File: src/rtl/lab3_g29_p5_pkg.sv
// rtl/lab3_g29_p5_pkg.sv - shared types and constants for the key encoder
package lab3_g29_p5_pkg;

   localparam int REQ_W  = 16;
   localparam int CODE_W = 4;
   localparam logic [REQ_W-1:0] ALL_IDLE = 16'hFFFF;

   typedef enum logic [1:0] {
      IDLE,
      ARM,
      PRESENT,
      RELEASE
   } state_t;

endpackage

File: src/rtl/lab3_g29_p5_prio_enc16.sv
// rtl/lab3_g29_p5_prio_enc16.sv - highest-index priority encoder for active-low requests
module lab3_g29_p5_prio_enc16
   import lab3_g29_p5_pkg::*;
(
   input  logic [REQ_W-1:0]  req_n,
   output logic [CODE_W-1:0] code_o,
   output logic              any_o,
   output logic              multi_o
);

   logic [4:0] zeros;

   // Ascending scan so the last (highest) active index overwrites lower ones.
   always_comb begin
      code_o = '0;
      zeros  = '0;
      for (int i = 0; i < REQ_W; i++) begin
         if (!req_n[i]) begin
            code_o = CODE_W'(i);
            zeros  = zeros + 5'd1;
         end
      end
      any_o   = (zeros != 5'd0);
      multi_o = (zeros > 5'd1);
   end

endmodule

File: src/rtl/lab3_g29_p5_key_encoder.sv
// rtl/lab3_g29_p5_key_encoder.sv - synchronise, debounce and encode 16 active-low keys
module lab3_g29_p5_key_encoder
   import lab3_g29_p5_pkg::*;
#(
   parameter int SYNC_STAGES     = 2,
   parameter int DEBOUNCE_CYCLES = 4
) (
   input  logic              clk,
   input  logic              rst_n,
   input  logic [REQ_W-1:0]  req_n,
   output logic [CODE_W-1:0] code_o,
   output logic              valid_o,
   input  logic              ready_i,
   output logic              multi_o,
   output logic              busy_o
);

   localparam int CW = $clog2(DEBOUNCE_CYCLES + 1);
   localparam logic [CW-1:0] CNT_LAST = CW'(DEBOUNCE_CYCLES - 1);

   logic [SYNC_STAGES-1:0][REQ_W-1:0] sync_q;
   logic [REQ_W-1:0]  sync;
   logic [REQ_W-1:0]  snap_q, snap_d;
   logic [CW-1:0]     cnt_q, cnt_d;
   state_t            state_q, state_d;
   logic [CODE_W-1:0] code_d, enc_code;
   logic              valid_d, multi_d, enc_any, enc_multi;

   assign sync = sync_q[SYNC_STAGES-1];

   lab3_g29_p5_prio_enc16 u_enc (
      .req_n   (snap_q),
      .code_o  (enc_code),
      .any_o   (enc_any),
      .multi_o (enc_multi)
   );

   always_ff @(posedge clk) begin
      if (!rst_n) begin
         sync_q  <= {SYNC_STAGES{ALL_IDLE}};
         snap_q  <= ALL_IDLE;
         cnt_q   <= '0;
         state_q <= IDLE;
         code_o  <= '0;
         valid_o <= 1'b0;
         multi_o <= 1'b0;
         busy_o  <= 1'b0;
      end else begin
         sync_q  <= {sync_q[SYNC_STAGES-2:0], req_n};
         snap_q  <= snap_d;
         cnt_q   <= cnt_d;
         state_q <= state_d;
         code_o  <= code_d;
         valid_o <= valid_d;
         multi_o <= multi_d;
         busy_o  <= (state_d != IDLE);
      end
   end

   always_comb begin
      state_d = state_q;
      snap_d  = snap_q;
      cnt_d   = cnt_q;
      code_d  = code_o;
      valid_d = valid_o;
      multi_d = multi_o;
      unique case (state_q)
         IDLE: begin
            if (sync != ALL_IDLE) begin
               snap_d  = sync;
               cnt_d   = CW'(1);
               state_d = ARM;
            end
         end
         ARM: begin
            if (sync == ALL_IDLE) begin
               state_d = IDLE;
            end else if (sync != snap_q) begin
               snap_d = sync;
               cnt_d  = CW'(1);
            end else if (cnt_q == CNT_LAST) begin
               code_d  = enc_code;
               multi_d = enc_multi & enc_any;
               valid_d = 1'b1;
               state_d = PRESENT;
            end else begin
               cnt_d = cnt_q + CW'(1);
            end
         end
         PRESENT: begin
            if (ready_i) begin
               valid_d = 1'b0;
               cnt_d   = '0;
               state_d = RELEASE;
            end
         end
         RELEASE: begin
            // Any held line restarts the all-high count, so a held key never repeats.
            if (sync == ALL_IDLE) begin
               cnt_d = cnt_q + CW'(1);
               if (cnt_q == CNT_LAST) state_d = IDLE;
            end else begin
               cnt_d = '0;
            end
         end
         default: state_d = IDLE;
      endcase
   end

endmodule

File: config.mk
export PLATFORM = sky130hd
export DESIGN_NAME = lab3_g29_p5_key_encoder
export DESIGN_NICKNAME = d
export VERILOG_FILES = /design/src/rtl/lab3_g29_p5_pkg.sv /design/src/rtl/lab3_g29_p5_prio_enc16.sv /design/src/rtl/lab3_g29_p5_key_encoder.sv
export SDC_FILE = /design/constraint.sdc
export NUM_CORES = 1
export LEC_CHECK = 0
export CORE_ASPECT_RATIO = 1.75
export CORE_MARGIN = 3
export CORE_UTILIZATION = 63
export DETAILED_ROUTE_END_ITERATION = 12
export PLACE_DENSITY = 0.81
export SLEW_MARGIN = 20
export SYNTH_ARGS = -nofsm -noshare
export SYNTH_HDL_FRONTEND = slang
export SYNTH_SLANG_ARGS = --single-unit
File: constraint.sdc
create_clock -name clk -period 21.1 [get_ports clk]
set_input_delay 2.11 -clock clk [delete_from_list [all_inputs] [get_ports clk]]
set_output_delay 2.11 -clock clk [all_outputs]
set_load 0.1 [all_outputs]
; After elaboration in Yosys (flattened, before gate mapping)
; Index checks and enable logic that the tools add are counted.
[totals]
output_inout_bits = 7
elab_cells = 107
inputBits = 19
regBits = 60
[op_classes]
mux = 55
n_addsub = 16
n_eq_ne = 14
n_bitwise = 3
order_cmp = 1
n_reduce_logical = 9
[op_table]
columns = op, n
row1 = 5-bit 2-to-1 mux, 15
row2 = 5-bit by 1-bit adder with 5-bit output (second input constant), 14
row3 = 16-bit 2-to-1 mux, 3
row4 = 4-bit 2-to-1 mux, 8
row5 = 16-bit one-hot mux with 2 select lines, 1
row6 = 3-bit 2-to-1 mux, 10
row7 = 2-bit 2-to-1 mux, 9
row8 = 16-bit == test (second input constant), 1
row9 = 16-bit != test, 1
row10 = 16-bit != test (second input constant), 1
row11 = 2-bit != test (second input constant), 6
row12 = 3-bit one-hot mux with 4 select lines, 1
row13 = 4-bit AND reduction, 3
row14 = 2-bit one-hot mux with 4 select lines, 1
row15 = 1-bit 2-to-1 mux, 6
row16 = 2-bit nonzero test, 3
row17 = 5-bit by 1-bit > comparator with 1-bit output (second input constant), 1
row18 = 5-bit AND reduction, 1
row19 = 5-bit nonzero test, 1
row20 = 2-bit == test (second input constant), 2
row21 = 3-bit by 1-bit adder with 3-bit output (second input constant), 1
row22 = 3-bit by 2-bit == test with 1-bit output (second input constant), 1
row23 = 3-bit != test (second input constant), 1
row24 = 1-bit by 1-bit adder with 2-bit output (second input constant), 1
row25 = other kinds (5), 6

; Logic depth before layout (Yosys ltp)
[depth]
ltp_word = 33
depth_mapped = 43
mapped_depth_nobuf = 42

; Cells and area by module
; A second synthesis with hierarchy kept.
[unflattened]
cells_unflattened = 465
hier_area_um2 = 4240.3
[by_module_without_submodules]
columns = module, area_each_um2, seq_area_each_um2, cells_each, n_inst
row1 = lab3_g29_p5_key_encoder, 2438.6, 1201.2, 236, 1
row2 = lab3_g29_p5_prio_enc16, 1801.7, 0.0, 229, 1

; Least setup slack after synthesis
; No wires, ideal clock.
[synth_timing]
path_kind = register to register
start = register snap_q[1]
end = register multi_o
path_slack_ns = 12.994
n_path_buf = 1
setup_time_ns = 0.091
t_required_ns = 21.009
path_stages_with_launch = 44
arrival_ns = 8.015
cell_sequence = dfxtp_1 -> inv_1 -> ha_1 -> buf_2 -> xor2_1 -> inv_1 -> ha_1 -> xnor2_1 -> o21ai_0 -> xor2_1 -> nor2_1 -> a21oi_1 -> ha_1 -> a32oi_1 -> nand2_1 -> xnor2_1 -> o21ai_0 -> ha_1 -> [... 8 more ...] -> xnor2_1 -> mux2_2 -> ha_1 -> a221oi_1 -> xnor2_1 -> mux2_2 -> ha_1 -> a21oi_1 -> inv_1 -> ha_1 -> nor2b_1 -> xor2_1 -> xnor2_1 -> xor2_1 -> nor3_1 -> a21oi_1 -> nor3b_1 -> a311oi_1
[synth_between]
elab_chain_len = 31
word_cells_on_any_way = 35
classes_between = add/sub (14) / order compare (1) / eq/ne (1) / mux (15) / bitwise (2) / reduce/logical (2)
[synth_rtl]
columns = element, line_no
row1 = start: declaration, lab3_g29_p5_key_encoder.sv:23  ; logic [REQ_W-1:0] snap_q, snap_d;
row2 = start signal: assignment, lab3_g29_p5_key_encoder.sv:50  ; snap_q <= snap_d;
row3 = 5-bit 2-to-1 mux, lab3_g29_p5_prio_enc16.sv:18  ; if (!req_n[i]) begin
row4 = 5-bit by 1-bit adder with 5-bit output, lab3_g29_p5_prio_enc16.sv:20  ; zeros = zeros + 5'd1;
row5 = 5-bit 2-to-1 mux, lab3_g29_p5_prio_enc16.sv:18
row6 = 5-bit by 1-bit adder with 5-bit output, lab3_g29_p5_prio_enc16.sv:20
row7 = 5-bit 2-to-1 mux, lab3_g29_p5_prio_enc16.sv:18
row8 = 5-bit by 1-bit adder with 5-bit output, lab3_g29_p5_prio_enc16.sv:20
row9 = 5-bit 2-to-1 mux, lab3_g29_p5_prio_enc16.sv:18
row10 = 5-bit by 1-bit adder with 5-bit output, lab3_g29_p5_prio_enc16.sv:20
row11 = [... 15 more ...], n/a
row12 = 5-bit by 1-bit adder with 5-bit output, lab3_g29_p5_prio_enc16.sv:20
row13 = 5-bit 2-to-1 mux, lab3_g29_p5_prio_enc16.sv:18
row14 = 5-bit by 1-bit adder with 5-bit output, lab3_g29_p5_prio_enc16.sv:20
row15 = 5-bit 2-to-1 mux, lab3_g29_p5_prio_enc16.sv:18
row16 = 5-bit by 1-bit adder with 5-bit output, lab3_g29_p5_prio_enc16.sv:20
row17 = 5-bit 2-to-1 mux, lab3_g29_p5_prio_enc16.sv:18
row18 = 5-bit by 1-bit > comparator with 1-bit output / 5-bit nonzero test (equally long branches), "lab3_g29_p5_prio_enc16.sv:24, lab3_g29_p5_prio_enc16.sv:23"
row19 = 1-bit bitwise AND, lab3_g29_p5_key_encoder.sv:83  ; multi_d = enc_multi & enc_any;
row20 = end signal: assignment, lab3_g29_p5_key_encoder.sv:55  ; multi_o <= multi_d;
row21 = end: declaration, lab3_g29_p5_key_encoder.sv:14  ; output logic multi_o,
; Several ways; a longest one is shown, not always the timed one.
; A chain may end at the register's enable or synchronous reset.

; Worst setup path after layout
; Ends and elaborated chain as after synthesis.

==> impl_metrics.env <==
export IMPL_drtAntennaViolNets=0
export IMPL_slew_viol_final=0
export IMPL_cp_slowest_cell="a221oi_1"
export IMPL_syn_inst=478
export IMPL_hold_path_class="reg2reg"
export IMPL_synth_area_leader_cell="dfxtp_1"
export IMPL_max_cap_violations=0
export IMPL_root_buffer="clkbuf_8"
export IMPL_start_kind="flop"
export IMPL_via_per_inst=5.85
export IMPL_cts_hold_buffers=0
export IMPL_fmax_ghz=0.108
export IMPL_via_count=3348
export IMPL_synth_area_leaders="dfxtp_1, xnor2_1, nand2b_1"
export IMPL_die_area_um2=7540
export IMPL_final_cell_mix="dfxtp_1, nand2_1, xnor2_1"
export IMPL_die_h_um=113
export IMPL_min_period_ns=9.23
export IMPL_numCtsBuffers=9
export IMPL_cellPowerDensity_nw_per_um2=81.4
export IMPL_initial_core_util_pct=65.3
export IMPL_finalInstanceArea_um2=4540
export IMPL_yosysUniqueCellTypes=60
export IMPL_power_mw=0.370
export IMPL_fillers=511
export IMPL_worst_pin_slew_ns=0.975
export IMPL_wl_um=8500
export IMPL_core_area_um2=6280
export IMPL_wl_per_cell_um=14.9
export IMPL_status="finished clean"
export IMPL_grt_max_degree=59
export IMPL_synthArstFlopShare_pct=0
export IMPL_cts_clk_slew_worst_paths_ns=0.07
export IMPL_cts_resized=0
export IMPL_drt_first_iter_violations=207
export IMPL_slew_limit_headroom_pct=34.8
export IMPL_hold_ws_ns=0.399
export IMPL_critPathMaxFanout=6
export IMPL_htreeDepth=3
export IMPL_setup_viol=0
export IMPL_rsz0062_at_grt="no"
export IMPL_dpl_hpwl_um=6200
export IMPL_area_delta_synth_final_pct=10.8
export IMPL_layout_commonest_cell="dfxtp_1"
export IMPL_gp_congestion=0.895
export IMPL_cpMostUsedCell="ha_1"
export IMPL_synth_edf_count=0
export IMPL_clock_path_buffers=2
export IMPL_drc=0
export IMPL_endpoint_kind="flop"
export IMPL_netlist_area_um2=4100
export IMPL_first_global_vias=3322
export IMPL_synth_nets=516
export IMPL_io_pins=26
export IMPL_drive_above_1_share_pct=7.93
export IMPL_synth_top_cell_area_share_pct=29.3
export IMPL_fin_nets=525
export IMPL_grt_pass1_wl_um=14400
export IMPL_min_period_over_period_pct=43.8
export IMPL_core_rowCount=38
export IMPL_die_w_um=67.0
export IMPL_synthFlopType="dfxtp_1"
export IMPL_postPlaceCellArea_um2=4340
export IMPL_crit_arrival_ns=9.44
export IMPL_io_buffers=25
export IMPL_antenna_found_initial=0
export IMPL_n_antenna_cell=0
export IMPL_path_class="reg2reg"
export IMPL_cts_tree="built"
export IMPL_gr_usage_all_layers_pct=24.2
export IMPL_first_pass_iters=6
export IMPL_synth_warnings=0
export IMPL_cpPeakStageDelay_ns=0.57
export IMPL_min_delay_path_depth=1
export IMPL_worstRegToRegCells=42
export IMPL_grt_remaining_overflow=0
export IMPL_fin_cells=572
export IMPL_p_leak_nw=2.02
export IMPL_synth_seq_cells=60
export IMPL_tns_ns=0
export IMPL_ir_drop_mv=0.0957
export IMPL_dpl_cell_count=556
export IMPL_cp_required_ns=21.31
export IMPL_finClkSkew_ns=0.00578
export IMPL_clock_sinks=60
export IMPL_post_cts_setup_buffer_count=0
export IMPL_insertion_delay_ns=0.33
export IMPL_final_hold_viol_count=0
export IMPL_syn_avg_cell_area_um2=8.57
export IMPL_ys_seq_area_share_pct=29.3
-- area by class of cell --
cell class / instances / area (µm²) / area share (%)
clock buffer: 9 / 124 / 2.73
clock inverter: 7 / 67.6 / 1.49
inverter: 22 / 83.8 / 1.85
multi-input combinational: 368 / 2710 / 59.7
sequential: 60 / 1200 / 26.5
tap: 80 / 100 / 2.20
timing repair buffer: 26 / 253 / 5.57
-- worst paths after layout --
path | from | endpoint | slack (ns)
max | snap_q[1]$_SDFFE_PN1P_ | multi_o$_SDFFE_PN0P_ | 11.87
min reg2reg | sync_q[14]$_SDFF_PN1_ | sync[14]$_SDFF_PN1_ | 0.40
min | sync_q[14]$_SDFF_PN1_ | sync[14]$_SDFF_PN1_ | 0.40
max reg2reg | snap_q[1]$_SDFFE_PN1P_ | multi_o$_SDFFE_PN0P_ | 11.87
-- power by group --
part | internal (mW) | total (mW) | switching [mW]
Clock | 0.0537 | 0.0974 | 0.0437
Combinational | 0.0663 | 0.146 | 0.0794
Sequential | 0.119 | 0.127 | 0.00812
-- metrics by stage --
stage | util [%] | setup WS (ns)
2_1_floorplan | - | 12.99
3_3_place_gp | 69.1 | 12.49
3_5_place_dp | 69.1 | 11.99
4_1_cts | 72.2 | 11.95
5_1_grt | 72.3 | 11.01
6_report | 72.3 | 11.87
-- critical path, delay by kind of cell (launching register included) --
kind                       cells  cell delay, ns
adders and majority gates      8            2.49
AOI/OAI and AO/OA             11            2.46
xor gates and xnor gates      10            1.93
and+or+nand+nor                7            0.90
muxes                          3            0.66
DFF                            1            0.40
buffers and inverters          3            0.27
-- Yosys cell counts (3+ instances only) --
master	instances
ha_1	19
nand2b_1	40
nor3_1	15
a31oi_1	9
xnor3_2	3
o211ai_1	11
xor2_1	16
nand4_1	12
dfxtp_1	60
nand2_1	47
nor2_1	18
a21o_1	3
nand3_1	8
nand3b_1	3
o21ai_0	17
inv_1	21
nor2b_1	10
a32oi_1	3
and2_1	3
a211oi_1	5
o211a_1	4
xnor2_1	46
nor3b_1	5
a21oi_1	18
mux2i_1	12
clkbuf_1	23
-- flip-flops by register name, summed over array words and instances (netlist names) --
signal   count
snap_q      16
sync        16
sync_q      16
code_o       4
cnt_q        3
state_q      2
busy_o       1
multi_o      1
valid_o      1
-- cell families (layout without fill, tap and decap cells) --
family | count (synthesis) | after routing | share of synthesized area, %
AND/OR/NAND/NOR | 174 | 174 | 22.9
AO/OA/AOI/OAI | 89 | 89 | 15.1
XOR/XNOR | 72 | 72 | 18.6
flip-flops | 60 | 60 | 29.3
buffers and inverters | 50 | 64 | 4.76
adder cells (fa/ha/maj) | 19 | 19 | 5.80
multiplexers | 14 | 14 | 3.48
-- metal layers --
| metal | vias to the layer above | part of all wire, % | global-route usage (%) |
|---|---|---|---|
| met2 | 60 | 54 | 44.0 |
| met3 | 32 | 2.0 | 3.30 |
| li1 | 1677 | - | - |
| met4 | 0 | 4.6 | 13.4 |
| met1 | 1579 | 40 | 25.7 |
| met5 | - | 0 | 0 |
Note: power is estimated with default switching activity, not from simulation.
